===== src/rtl/potato1_datapath_if.sv =====
// Byte output/input handshake bundle between the Potato-1 datapath and its IO peer.
// master = datapath side, slave = external producer/consumer side.
interface potato1_datapath_if;
    logic [7:0] out_data;
    logic       out_valid;
    logic       out_ready;
    logic [7:0] in_data;
    logic       in_valid;
    logic       in_ready;

    modport master (
        output out_data, out_valid, in_ready,
        input  out_ready, in_data, in_valid
    );

    modport slave (
        input  out_data, out_valid, in_ready,
        output out_ready, in_data, in_valid
    );
endinterface


===== src/rtl/potato1_datapath.sv =====
// Potato-1 execution/memory datapath: program counter, byte tape with data pointer, byte IO handshake.
// Optional POTATO1_DP_TAPE_SATURATE_EN: pointer saturates at tape bounds and raises sticky ptr_fault.
module potato1_datapath #(
    parameter int PC_W  = 8,
    parameter int PTR_W = 4
) (
    input  logic              clk,
    input  logic              rst,
    input  logic [1:0]        pc,
    input  logic [5:0]        command,
    output logic [3:0]        instruction,
    output logic              zeroflag,
    output logic              iowait,
    output logic [PC_W-1:0]   prog_addr,
    input  logic [3:0]        prog_data,
    potato1_datapath_if.master io
`ifdef POTATO1_DP_TAPE_SATURATE_EN
    ,
    output logic              ptr_fault
`endif
);

    localparam int DEPTH = 2 ** PTR_W;
    localparam logic [PC_W-1:0]  PC_ONE  = 1;
    localparam logic [PTR_W-1:0] PTR_ONE = 1;

    typedef enum logic [1:0] {
        IDLE     = 2'd0,
        OUT_WAIT = 2'd1,
        IN_WAIT  = 2'd2
    } state_t;

    state_t            state, state_next;
    logic [PC_W-1:0]   pc_q, pc_next;
    logic [PTR_W-1:0]  ptr, ptr_next;
    logic [7:0]        tape [DEPTH];
    logic [7:0]        cell_cur, cell_next;
    logic [7:0]        out_data_q;
    logic              out_valid_q, in_ready_q;
    logic              issue_out, issue_in, out_done, in_done, core_op;
`ifdef POTATO1_DP_TAPE_SATURATE_EN
    logic              bound_hit;
    logic              fault_q;
`endif

    assign cell_cur     = tape[ptr];
    assign instruction  = prog_data;
    assign prog_addr    = pc_q;
    assign zeroflag     = (cell_cur == 8'h00);
    assign iowait       = (state != IDLE);
    assign io.out_data  = out_data_q;
    assign io.out_valid = out_valid_q;
    assign io.in_ready  = in_ready_q;
`ifdef POTATO1_DP_TAPE_SATURATE_EN
    assign ptr_fault    = fault_q;
`endif

    always_ff @(posedge clk) begin
        if (rst) state <= IDLE;
        else     state <= state_next;
    end

    // Output handshake takes priority over input when both IO bits are set.
    always_comb begin
        state_next = state;
        issue_out  = 1'b0;
        issue_in   = 1'b0;
        out_done   = 1'b0;
        in_done    = 1'b0;
        core_op    = 1'b0;
        case (state)
            IDLE: begin
                if (command[4]) begin
                    issue_out  = 1'b1;
                    state_next = OUT_WAIT;
                end else if (command[5]) begin
                    issue_in   = 1'b1;
                    state_next = IN_WAIT;
                end else begin
                    core_op    = 1'b1;
                end
            end
            OUT_WAIT: begin
                if (out_valid_q && io.out_ready) begin
                    out_done   = 1'b1;
                    state_next = IDLE;
                end
            end
            IN_WAIT: begin
                if (in_ready_q && io.in_valid) begin
                    in_done    = 1'b1;
                    state_next = IDLE;
                end
            end
            default: state_next = IDLE;
        endcase
    end

    always_comb begin
        pc_next = pc_q;
        case (pc)
            2'b01:   pc_next = pc_q + PC_ONE;
            2'b10:   pc_next = pc_q - PC_ONE;
            default: pc_next = pc_q;
        endcase
    end

    always_comb begin
        cell_next = cell_cur;
        case (command[1:0])
            2'b01:   cell_next = cell_cur + 8'd1;
            2'b10:   cell_next = cell_cur - 8'd1;
            default: cell_next = cell_cur;
        endcase
    end

    always_comb begin
        ptr_next = ptr;
`ifdef POTATO1_DP_TAPE_SATURATE_EN
        bound_hit = 1'b0;
        case (command[3:2])
            2'b01: begin
                if (ptr == {PTR_W{1'b1}}) bound_hit = 1'b1;
                else                      ptr_next  = ptr + PTR_ONE;
            end
            2'b10: begin
                if (ptr == {PTR_W{1'b0}}) bound_hit = 1'b1;
                else                      ptr_next  = ptr - PTR_ONE;
            end
            default: ptr_next = ptr;
        endcase
`else
        case (command[3:2])
            2'b01:   ptr_next = ptr + PTR_ONE;
            2'b10:   ptr_next = ptr - PTR_ONE;
            default: ptr_next = ptr;
        endcase
`endif
    end

    // Cell op uses the pre-update ptr, so tape write and ptr move share one edge.
    always_ff @(posedge clk) begin
        if (rst) begin
            pc_q        <= '0;
            ptr         <= '0;
            out_data_q  <= 8'h00;
            out_valid_q <= 1'b0;
            in_ready_q  <= 1'b0;
            for (int i = 0; i < DEPTH; i++) tape[i] <= 8'h00;
`ifdef POTATO1_DP_TAPE_SATURATE_EN
            fault_q     <= 1'b0;
`endif
        end else begin
            if (state == IDLE) pc_q <= pc_next;
            if (core_op) begin
                tape[ptr] <= cell_next;
                ptr       <= ptr_next;
            end
            if (in_done) tape[ptr] <= io.in_data;
            if (issue_out) begin
                out_data_q  <= cell_cur;
                out_valid_q <= 1'b1;
            end
            if (out_done) out_valid_q <= 1'b0;
            if (issue_in) in_ready_q <= 1'b1;
            if (in_done)  in_ready_q <= 1'b0;
`ifdef POTATO1_DP_TAPE_SATURATE_EN
            if (core_op && bound_hit) fault_q <= 1'b1;
`endif
        end
    end

endmodule


===== src/flat_wrapper.sv =====
// flat-port wrapper written by rule: the top's interface ports become plain ports
module potato1_datapath_flat 
#(
    parameter int PC_W  = 8,
    parameter int PTR_W = 4
)
  (clk, rst, pc, command, instruction, zeroflag, iowait, prog_addr, prog_data, io_out_data, io_out_valid, io_in_ready, io_out_ready, io_in_data, io_in_valid);
  potato1_datapath_if io_i ();
  input  logic clk;
  input  logic rst;
  input  logic [1:0] pc;
  input  logic [5:0] command;
  output logic [3:0] instruction;
  output logic zeroflag;
  output logic iowait;
  output logic [PC_W-1:0] prog_addr;
  input  logic [3:0] prog_data;
  output wire logic [$bits(io_i.out_data)-1:0] io_out_data;
  output wire logic [$bits(io_i.out_valid)-1:0] io_out_valid;
  output wire logic [$bits(io_i.in_ready)-1:0] io_in_ready;
  input wire logic [$bits(io_i.out_ready)-1:0] io_out_ready;
  input wire logic [$bits(io_i.in_data)-1:0] io_in_data;
  input wire logic [$bits(io_i.in_valid)-1:0] io_in_valid;
  assign io_out_data = io_i.out_data;
  assign io_out_valid = io_i.out_valid;
  assign io_in_ready = io_i.in_ready;
  assign io_i.out_ready = io_out_ready;
  assign io_i.in_data = io_in_data;
  assign io_i.in_valid = io_in_valid;
  potato1_datapath #(.PC_W(PC_W), .PTR_W(PTR_W)) u_core (.clk(clk), .rst(rst), .pc(pc), .command(command), .instruction(instruction), .zeroflag(zeroflag), .iowait(iowait), .prog_addr(prog_addr), .prog_data(prog_data), .io(io_i));
endmodule

===== config.mk =====
export PLATFORM = sky130hd
export DESIGN_NAME = potato1_datapath_flat
export DESIGN_NICKNAME = d
export VERILOG_FILES = /design/src/rtl/potato1_datapath_if.sv /design/src/rtl/potato1_datapath.sv /design/src/flat_wrapper.sv
export SDC_FILE = /design/constraint.sdc
export NUM_CORES = 1
export LEC_CHECK = 0
export ABC_AREA = 1
export CORE_MARGIN = 2
export CORE_UTILIZATION = 60
export CTS_CLUSTER_SIZE = 14
export DETAILED_ROUTE_END_ITERATION = 10
export GPL_TIMING_DRIVEN = 0
export PLACE_DENSITY = 0.8
export RECOVER_POWER = 50
export SYNTH_ARGS = -nofsm -noshare
export SYNTH_HDL_FRONTEND = slang
export SYNTH_SLANG_ARGS = --single-unit

===== constraint.sdc =====
create_clock -name clk -period 6.9 [get_ports clk]
set_input_delay 1.035 -clock clk [delete_from_list [all_inputs] [get_ports clk]]
set_output_delay 1.035 -clock clk [all_outputs]
set_load 0.01 [all_outputs]

# After elaboration in Yosys (flattened, before gate mapping)
# Memories as Yosys holds them, arrays and structs flattened. A register that Yosys moved wholly into a read port is not among the register bits.
# Index checks and enable logic that the tools add are counted.
# Widths: inputs -> output; s select.
# totals
ff_bits	24
mem_bits_rw	128
in_bits	24
out_inout_bits	24
wordCells	72
n_memories	1
# mem_list
name	words	word_bits	rd	rd_clocked_by_memory_dff	write_ports	line_no	text
u_core.tape	16	8	1	1	16	potato1_datapath.sv:36	logic [7:0] tape [DEPTH];
# classes
n_addsub	6
n_eq_ne	11
n_mux	34
bitwise_logic	1
reduce_logical	13
# ops
operator	count
$pmux 8 s2	2
$mux 1	21
$add 8x1->8 const B	2
$mux 8	2
$sub 8x1->8 const B	2
$mux 4	3
$eq 2x1->1 const B	4
$eq 2x2->1 const B	4
$logic_not 8->1	1
$mux 2	4
$pmux 4 s2	1
$reduce_or 8->1	1
$pmux 2 s3	1
$reduce_bool 2->1	3
$add 4x1->4 const B	1
$ne 2x1->1 const B	2
$reduce_and 2->1	2
$reduce_or 2->1	2
$sub 4x1->4 const B	1
$ne 3x3->1 const B	1
$reduce_and 3->1	1
$logic_and 1x1->1	2
$logic_not 2->1	1
$or 1x1->1	1

# Longest topological paths before layout
# Gate-level depths: netlist of run 1.
# logic_depth
ltp_word	9
mapped_depth	20
ltp_nobuf	18

# Worst setup path before layout of run 1
# Ideal clock, no wire load.
# synth_path
path_kind	input -> register
start	in command[0]
end	mem u_core.tape[0][6] (data pin)
setup_time_ns	0.267
t_arrival_ns	2.903
required_time_ns	6.633
path_slack_ns	3.730
path_stages	14
n_path_buf	1
cell_sequence	inv_1 > ha_1 > inv_1 > fa_1 > inv_1 > nand3_1 > nand2_1 > a21o_1 > a21oi_1 > nand2_1 > nand2_1 > o221ai_2 > buf_2 > a21oi_1
# synth_lines
element	line_no	text
start, declared	flat_wrapper.sv:12	input logic [5:0] command;
end, declared	potato1_datapath.sv:36	

==> metrics, run 1 <==
wire per inst=19.30 um; FFs w/ async S/R, synth=0%; postcts setup bufs=0; cell taking the most area after synthesis=edfxtp_1; RSZ-0062 raised after global routing=false; Fin Setup TNS=0 ns; syn nets=894; Startpoint Class=flop; Area growth syn-to-layout=16.51%; HP Class=reg -> reg; vias in the first global route=6510; Port-buffer cells=43; final setup fails=0; Syn Area/Cell=9.218 um^2; Setup Crit Path Kind=reg -> out; Synth top cells by count=164 x nor2_1, 128 x edfxtp_1, 107 x a21oi_1; Synth Flop Type=edfxtp_1; crit share post-route=62.57%; initial antenna violation count=0; max-cap violation count=0; first-pass GRT wire length=33260 um; Die X=118.3 um; Max transition margin=26.23%; CTS H-tree lvls=4; Clock Latency Late Sink=0.43 ns; top area cells in the synthesized netlist=edfxtp_1 49%, nor2_1 7.9%, dfxtp_1 7.2%; EDFF count, synth=128; Final min period=4.318 ns; post-synthesis sequential area ratio=56.21%; Power Dens Cells=280.9 nW/um^2; crit-path max FO=10; cell with the most instances after synthesis=nor2_1; via/cell ratio=6.088; root buffer cell=clkbuf_16; Worst Setup EP=zeroflag; Reg2Reg Setup Slack=2.73 ns; Reg2Reg Depth=18; outcome=finished, final reports clean; CP arrival=3.28 ns; area of the mapped netlist=7835 um^2; ant diodes=0; number of synthesized register bits=156; Fmax=231.6 MHz; Post-Syn Instances=850; Pwr Total=2.564 mW; Num CTS Buffers=17; worst reg2reg path endpoint=u_core.tape[6][6]; drt pass-1 iters=6; largest net degree at the start of global routing=17; Yosys top cell area share=49.06%; row cnt=41; gr usage total=31.02%; die area=13990 um^2; CTS tree=yes; 1st-iter DRT viols=991; worst slew pin tran=1.095 ns; clk slew on worst S/H paths=0.06 ns; clk sinks=156; Post-Route WL=21170 um; starting density of the core=61.83%; Worst Setup End Kind=output pin; post-synthesis cell type count=34; antenna viol nets, final=0; Hold Vio Cnt, Final=0; PostCTS Resize Cnt=0; Fillers=913; drc violations=0; placer's final routability congestion estimate=0.9376; CP required=5.86 ns; HPWL after DPL=14790 um; Clock Skews=0.008051 ns; layout cells sized above 1=7.135%; Ys Warns=0; CTS Buffer Depth=2; Slew Limit Fails=0; GR Overflow Total=0; Final #Nets=956; Leakage=3.679 nW; die span in y=118.3 um; Worst VDD drop=146.2 uV; core area=12670 um^2; I/O pin cnt=48; hold bufs inserted after CTS=0; total vias in the final route=6679
==> cells by family (layout without fill, tap and decap cells) <==
kind of cell / after synthesis / after routing / share of synthesized area (%)
DFF: 156 / 156 / 56.21
xor gates and xnor gates: 6 / 6 / 0.6707
adders and majority gates: 20 / 20 / 3.481
buffers and inverters: 132 / 207 / 7.506
and+or+nand+nor: 303 / 303 / 15.38
AOI/OAI and AO/OA: 233 / 233 / 16.75
==> state kept, by name, indices dropped and copies added (netlist names), named ones only <==
register,cells
u_core.ptr,4
u_core.io.out_valid,1
u_core.tape,128
u_core.state,2
u_core.io.in_ready,1
u_core.prog_addr,8
u_core.io.out_data,8
==> stage by stage <==
stage / utilization [%] / cells / cell area (um^2) / setup WS [ns] / hold slack, ns
4_1_cts: 72.21 / 1097 / 9150 / 2.810 / 0.4652
5_1_grt: 72.05 / 1097 / 9129 / 2.448 / 0.4982
3_5_place_dp: 66.93 / 1065 / 8481 / 2.908 / 0.4565
3_3_place_gp: 66.93 / 1065 / 8481 / 2.940 / 0.4393
6_report: 72.05 / 1097 / 9129 / 2.582 / 0.4620
2_1_floorplan: - / 850 / 7835 / 3.730 / 0.4555
==> critical path: stages, from the launching register on <==
cell and delay (ns):
dfxtp_1 0.31, clkbuf_1 0.49, clkbuf_1 0.46, nor2_1 0.10, o21ai_0 0.10, o211ai_1 0.11
o211ai_1 0.15, nand2_1 0.22, nor4_1 0.20, and3_1 0.19, clkdlybuf4s50_1 0.53
==> power breakdown <==
| part | internal (mW) | switching [mW] |
|---|---|---|
| clock | 0.681 | 0.386 |
| combinational | 0.137 | 0.277 |
| sequential | 1.06 | 0.0227 |
==> per-layer routing <==
metal / global-route usage (%) / part of all wire (%) / vias up
met5: 0 / 0 / -
met4: 13.86 / 3.8 / 0
met3: 6.660 / 9.2 / 62
met2: 51.16 / 49 / 412
met1: 39.48 / 38 / 3149
li1: - / - / 3056
==> worst min path at each step <==
stage | from | endpoint | slack [ns] | cells after the start
floorplan | u_core.ptr[0] | flop | 0.46 | 1
global placement | u_core.prog_addr[7] | u_core.prog_addr[7] | 0.44 | 1
detailed placement | u_core.prog_addr[7] | u_core.prog_addr[7] | 0.46 | 1
CTS | u_core.prog_addr[7] | u_core.prog_addr[7] | 0.47 | 1
global route | u_core.prog_addr[7] | u_core.prog_addr[7] | 0.50 | 1
finish | u_core.prog_addr[7] | u_core.prog_addr[7] | 0.46 | 1
==> placed cells by master, fill, tap and decap left out, types with 19 or more instances in the layout <==
master,n
clkinv_1,19
nand3_1,37
o211ai_1,21
a21oi_1,107
edfxtp_1,128
nor2_1,164
dfxtp_1,28
dlygate4sd3_1,28
clkbuf_1,20
o21ai_0,76
inv_1,65
nand2_1,93
==> area by class of cell <==
cell class,count,area [um^2],area share [%]
Clock buffer,18,429.2,4.701
Clock inverter,14,240.2,2.632
Buffer,47,262.8,2.878
Multi-Input combinational cell,562,2828,30.98
Sequential cell,156,4404,48.25
Tap cell,172,215.2,2.357
Inverter,85,319.1,3.495
Timing Repair Buffer,43,430.4,4.715
(Power assumes the default switching activity.)
==> run 2: changes to the inputs <==
clock period = 4 ns   (was 6.9 ns; I/O delays follow)
==> metrics, run 2 (synthesis results as in run 1) <==
Reg2Reg Depth=16 (-2); Cell Chain, Critical Path=inv_2 > buf_6 > buf_6 > o21ai_0 > o22ai_1 > o211ai_1 > nand2_1 > ha_1 > nand3_1 > nand2_1 > a21o_1 > a21oi_1 > nor2_1 > o221ai_2 > buf_2 > a21oi_1; GR Overflow Total=0 (unchanged); die area=13990 um^2 (unchanged); placer's final routability congestion estimate=0.9376 (unchanged); Buf+Inv Stages, Crit Path=4 (+1); Startpoint Class=flop; initial antenna violation count=0 (unchanged); Power Dens Cells=483.9 nW/um^2 (+72%); Num CTS Buffers=17 (unchanged); Top reg by flops=u_core.tape; max-cap violation count=0 (unchanged); Hold Path Origin=u_core.prog_addr[7]; Port-buffer cells=43 (unchanged); total vias in the final route=6744 (+0.97%); Worst Hold Path Cells=1 (unchanged); core area=12670 um^2 (unchanged); root buffer cell=clkbuf_16; Reg2Reg Setup Slack=0.10 ns (-2.63 ns); CTS H-tree lvls=4 (unchanged); Worst Setup End Kind=flop; CP required=4.16 ns (-1.70 ns); Post-Route WL=21150 um (about the same); Largest register FFs=128 (unchanged); clk sinks=156 (unchanged); Fin Setup TNS=0 ns (unchanged); crit share post-route=97.41%; Final min period=3.896 ns; Clock Latency Late Sink=0.43 ns (about the same); family with the most delay on the worst path=compound AO/OA/AOI/OAI gates; first-pass GRT wire length=33220 um (-0.14%); worst hold slack=0.4619 ns (-0.0001260 ns); worst slew pin tran=0.7888 ns (-0.3062 ns); ant diodes=0 (unchanged); die span in y=118.3 um (unchanged); drc violations=0 (unchanged); clk slew on worst S/H paths=0.06 ns (about the same); via/cell ratio=6.148 (+0.97%); postcts setup bufs=0 (unchanged); worst reg2reg path endpoint=u_core.tape[6][6]; layout cells sized above 1=7.676% (+0.54 points); vias in the first global route=6512 (+0.031%); crit-path max FO=10 (unchanged); 1st-iter DRT viols=1071 (+8.1%); Clock Skews=0.008033 ns (-0.00001812 ns); Hold Vio Cnt, Final=0 (unchanged); wire per inst=19.28 um (about the same); hold bufs inserted after CTS=0 (unchanged); drt pass-1 iters=6 (unchanged); final setup fails=0 (unchanged); Die X=118.3 um (unchanged); Max transition margin=47.22% (+21 points); starting density of the core=61.83% (unchanged); slowest CP cell=dfxtp_1; largest net degree at the start of global routing=17 (unchanged); most common cell after layout, fill and taps aside=nor2_1; worst-case hold path end point=u_core.prog_addr[7]; CTS Buffer Depth=2 (unchanged); outcome=finished, final reports clean; HPWL after DPL=14790 um (unchanged); Leakage=3.698 nW (+0.51%); Slew Limit Fails=0 (unchanged); Worst VDD drop=252.0 uV (+72%); Final #Nets=956 (unchanged); I/O pin cnt=48 (unchanged); Area growth syn-to-layout=16.67%; row cnt=41 (unchanged); commonest non-fill, non-tap cells in the layout=164 x nor2_1, 128 x edfxtp_1, 107 x a21oi_1; Largest stage delay, worst path=0.49 ns (-0.04 ns); Fmax=256.7 MHz; Setup Crit Path Kind=reg -> reg; CTS tree=yes; CP arrival=4.05 ns (+0.77 ns); RSZ-0062 raised after global routing=false; gr usage total=31.01% (about the same); antenna viol nets, final=0 (unchanged); HP Class=reg -> reg
==> run 2: metrics by stage <==
| stage | util, % | power (mW) | cells | cell area, um^2 | worst slack [ns] |
|---|---|---|---|---|---|
| CTS | 72.21 | 4.412 | 1097 | 9150 | 0.2678 |
| global placement | 66.93 | 2.587 | 1065 | 8481 | 0.3312 |
| floorplan | - | 2.367 | 850 | 7835 | 1.090 |
| global route | 72.14 | 4.562 | 1097 | 9141 | 0.02040 |
| detailed placement | 66.93 | 2.615 | 1065 | 8481 | 0.3060 |
| finish | 72.14 | 4.424 | 1097 | 9141 | 0.1037 |
==> run 2: layout make-up <==
cell class	instances	area (um^2)
plain buffers	47	271.5
clock buffers	18	429.2
clock inverters	14	240.2
fillers	912	3530
inverters	85	319.1
multi-input cells	562	2831
flip-flops and latches	156	4404
well taps	172	215.2
repair buffers	43	430.4
==> run 2: where the power goes <==
part	internal (mW)	switching, mW	total, mW
Sequential	1.83	0.0392	1.87
Clock	1.17	0.662	1.84
Combinational	0.240	0.477	0.718
==> run 2: how the worst max path moves through the flow <==
stage / from / to / cells past startpoint
6_report: flop / u_core.tape[6][6] / 16
2_1_floorplan: flop / u_core.tape[0][6] / 20
5_1_grt: flop / u_core.tape[6][6] / 14
3_5_place_dp: flop / u_core.tape[6][6] / 14
3_3_place_gp: flop / u_core.tape[8][6] / 14
4_1_cts: flop / u_core.tape[6][6] / 14
==> run 2: worst register-to-register path, delay by kind of cell (launching register included) <==
family | cells | cell delay [ns]
buffers and inverters | 4 | 0.81
AND/OR/NAND/NOR | 4 | 0.51
AO/OA/AOI/OAI | 7 | 1.44
flip-flops | 1 | 0.49
adder cells (fa/ha/maj) | 1 | 0.39
==> run 2: layer usage <==
| metal | track usage [%] | wire length [um] | up-vias |
|---|---|---|---|
| met1 | 39.45 | 8038 | 3162 |
| met3 | 6.660 | 2030 | 69 |
| met2 | 51.05 | 10260 | 449 |
| li1 | - | - | 3064 |
| met5 | 0 | 0 | - |
| met4 | 14.08 | 823 | 0 |
==> run 2: repair_timing <==
action,CTS,global route
setup endpoints to repair,0,10
endpoints found under the hold margin,0,0
resized for setup,0,6
==> run 3: changes to the inputs <==
clock period = 4.6 ns   (was 4 ns; I/O delays follow)
==> metrics, run 3 (synthesis results as in run 1) <==
Hold Vio Cnt, Final=0 (unchanged); Worst Setup End Kind=flop; Reg area=4404 um^2 (unchanged); die area=13990 um^2 (unchanged); final setup fails=0 (unchanged); Worst Hold Path Cells=1 (unchanged); CP arrival=4.27 ns (+0.22 ns); Die X=118.3 um (unchanged); CTS Buffer Depth=2 (unchanged); Port-buffer cells=43 (unchanged); RSZ-0062 raised after global routing=false; Max transition margin=47.58% (+0.36 points); worst slew pin tran=0.7781 ns (-0.01074 ns); crit share post-route=89.25% (-8.2 points); I/O pin cnt=48 (unchanged); GR Overflow Total=0 (unchanged); Num CTS Buffers=17 (unchanged); pre-CTS WS=0.9060 ns (+0.6000 ns); Worst VDD drop=219.2 uV (-13%); Final #Nets=956 (unchanged); largest net degree at the start of global routing=17 (unchanged); Fillers=913 (+0.11%); Hold Path Origin=u_core.prog_addr[7]; Clock Latency Late Sink=0.43 ns (about the same); wire per inst=19.28 um (about the same); 1st-iter DRT viols=1038 (-3.1%); Area growth syn-to-layout=16.61% (about the same); via/cell ratio=6.114 (-0.55%); clk slew on worst S/H paths=0.06 ns (about the same); hold bufs inserted after CTS=0 (unchanged); commonest non-fill, non-tap cells in the layout=164 x nor2_1, 128 x edfxtp_1, 107 x a21oi_1; Reg2Reg Depth=14 (-2); core area=12670 um^2 (unchanged); Fin Setup TNS=0 ns (unchanged); CP required=4.76 ns (+0.60 ns); ant diodes=0 (unchanged); crit-path max FO=10 (unchanged); CTS tree=yes; starting density of the core=61.83% (unchanged); root buffer cell=clkbuf_16; Setup Crit Path Kind=reg -> reg; Largest register FFs=128 (unchanged); antenna viol nets, final=0 (unchanged); total vias in the final route=6707 (-0.55%); Startpoint Class=flop; layout cells sized above 1=7.027% (-0.65 points); drc violations=0 (unchanged); clk sinks=156 (unchanged); first-pass GRT wire length=33220 um (unchanged); gr usage total=31.01% (unchanged); Largest stage delay, worst path=0.51 ns (+0.02 ns); Reg2Reg Setup Slack=0.49 ns (+0.39 ns); worst-case hold path end point=u_core.prog_addr[7]; Slew Limit Fails=0 (unchanged); Final min period=4.105 ns (+0.2091 ns); multi-input logic area=2834 um^2 (about the same); row cnt=41 (unchanged); placer's final routability congestion estimate=0.9376 (unchanged); die span in y=118.3 um (unchanged); outcome=finished, final reports clean; slowest CP cell=dfxtp_1; vias in the first global route=6512 (unchanged); Clock Skews=0.007663 ns (-0.0003703 ns); PostCTS Resize Cnt=0 (unchanged); drt pass-1 iters=7 (+1); Fmax=243.6 MHz (-5.1%); HP Class=reg -> reg; Cell Chain, Critical Path=clkbuf_1 > clkbuf_1 > o221ai_1 > nand3_1 > nand2_1 > ha_1 > nand3_1 > nand2_1 > a21o_1 > a21oi_1 > nor2_1 > o221ai_2 > buf_2 > a21oi_1; worst setup margin=0.4946 ns (+0.3909 ns); most common cell after layout, fill and taps aside=nor2_1; max-cap violation count=0 (unchanged); Power Dens Cells=420.7 nW/um^2 (-13%); Post-Route WL=21150 um (about the same); CTS H-tree lvls=4 (unchanged); HPWL after DPL=14790 um (unchanged); postcts setup bufs=0 (unchanged); worst reg2reg path endpoint=u_core.tape[6][6]; Leakage=3.684 nW (-0.39%); Top reg by flops=u_core.tape; initial antenna violation count=0 (unchanged)
[run 3: changes by cell type in the layout (fill, tap and decap cells not counted), sizes merged]
cell,previous run,this run
buf,30,27
clkbuf,35,38
[run 3: metal layers]
metal	share of wire (%)	GRT usage [%]	vias up
li1	-	-	3061
met1	39	39.45	3169
met2	49	51.05	406
met3	8.6	6.660	71
met4	4.0	14.08	0
met5	0	0	-
[run 3: final cells by class]
cell class                      instances  area share, %
Tap cell                              172          2.356
Buffer                                 47          2.890
Sequential cell                       156          48.21
Multi-Input combinational cell        562          31.02
Clock buffer                           18          4.697
Inverter                               85          3.492
Clock inverter                         14          2.629
Timing Repair Buffer                   43          4.711
[run 3: worst max-delay path by stage]
| stage | start | end | slack, ns | depth (start not counted) |
|---|---|---|---|---|
| after CTS | flop | zeroflag | 0.86 | 8 |
| after global routing | flop | u_core.tape[6][6] | 0.36 | 14 |
| after floorplan | flop | u_core.tape[0][6] | 1.69 | 20 |
| final | flop | u_core.tape[6][6] | 0.49 | 14 |
| after detailed placement | flop | u_core.tape[6][6] | 0.91 | 14 |
| after global placement | flop | u_core.tape[8][6] | 0.93 | 14 |
[run 3: through the flow]
stage	utilization [%]	cells	instance area, um^2	hold WS [ns]	power, mW
2_1_floorplan	-	850	7835	0.4555	2.058
3_3_place_gp	66.93	1065	8481	0.4393	2.250
3_5_place_dp	66.93	1065	8481	0.4565	2.274
4_1_cts	72.21	1097	9150	0.4652	3.836
5_1_grt	72.10	1097	9136	0.4982	3.967
6_report	72.10	1097	9136	0.4619	3.844
[run 3: critical path: cells and delay by family (launching register included)]
family / cells / cell delay [ns]
buffers and inverters: 3 / 1.24
AND/OR/NAND/NOR: 5 / 0.61
AO/OA/AOI/OAI: 5 / 1.09
flip-flops: 1 / 0.51
adder cells (fa/ha/maj): 1 / 0.39
[run 3: report_power, final]
group          total, mW  internal (mW)  switching, mW
Combinational      0.624          0.208          0.416
Clock               1.59           1.02          0.574
Sequential          1.63           1.59         0.0339
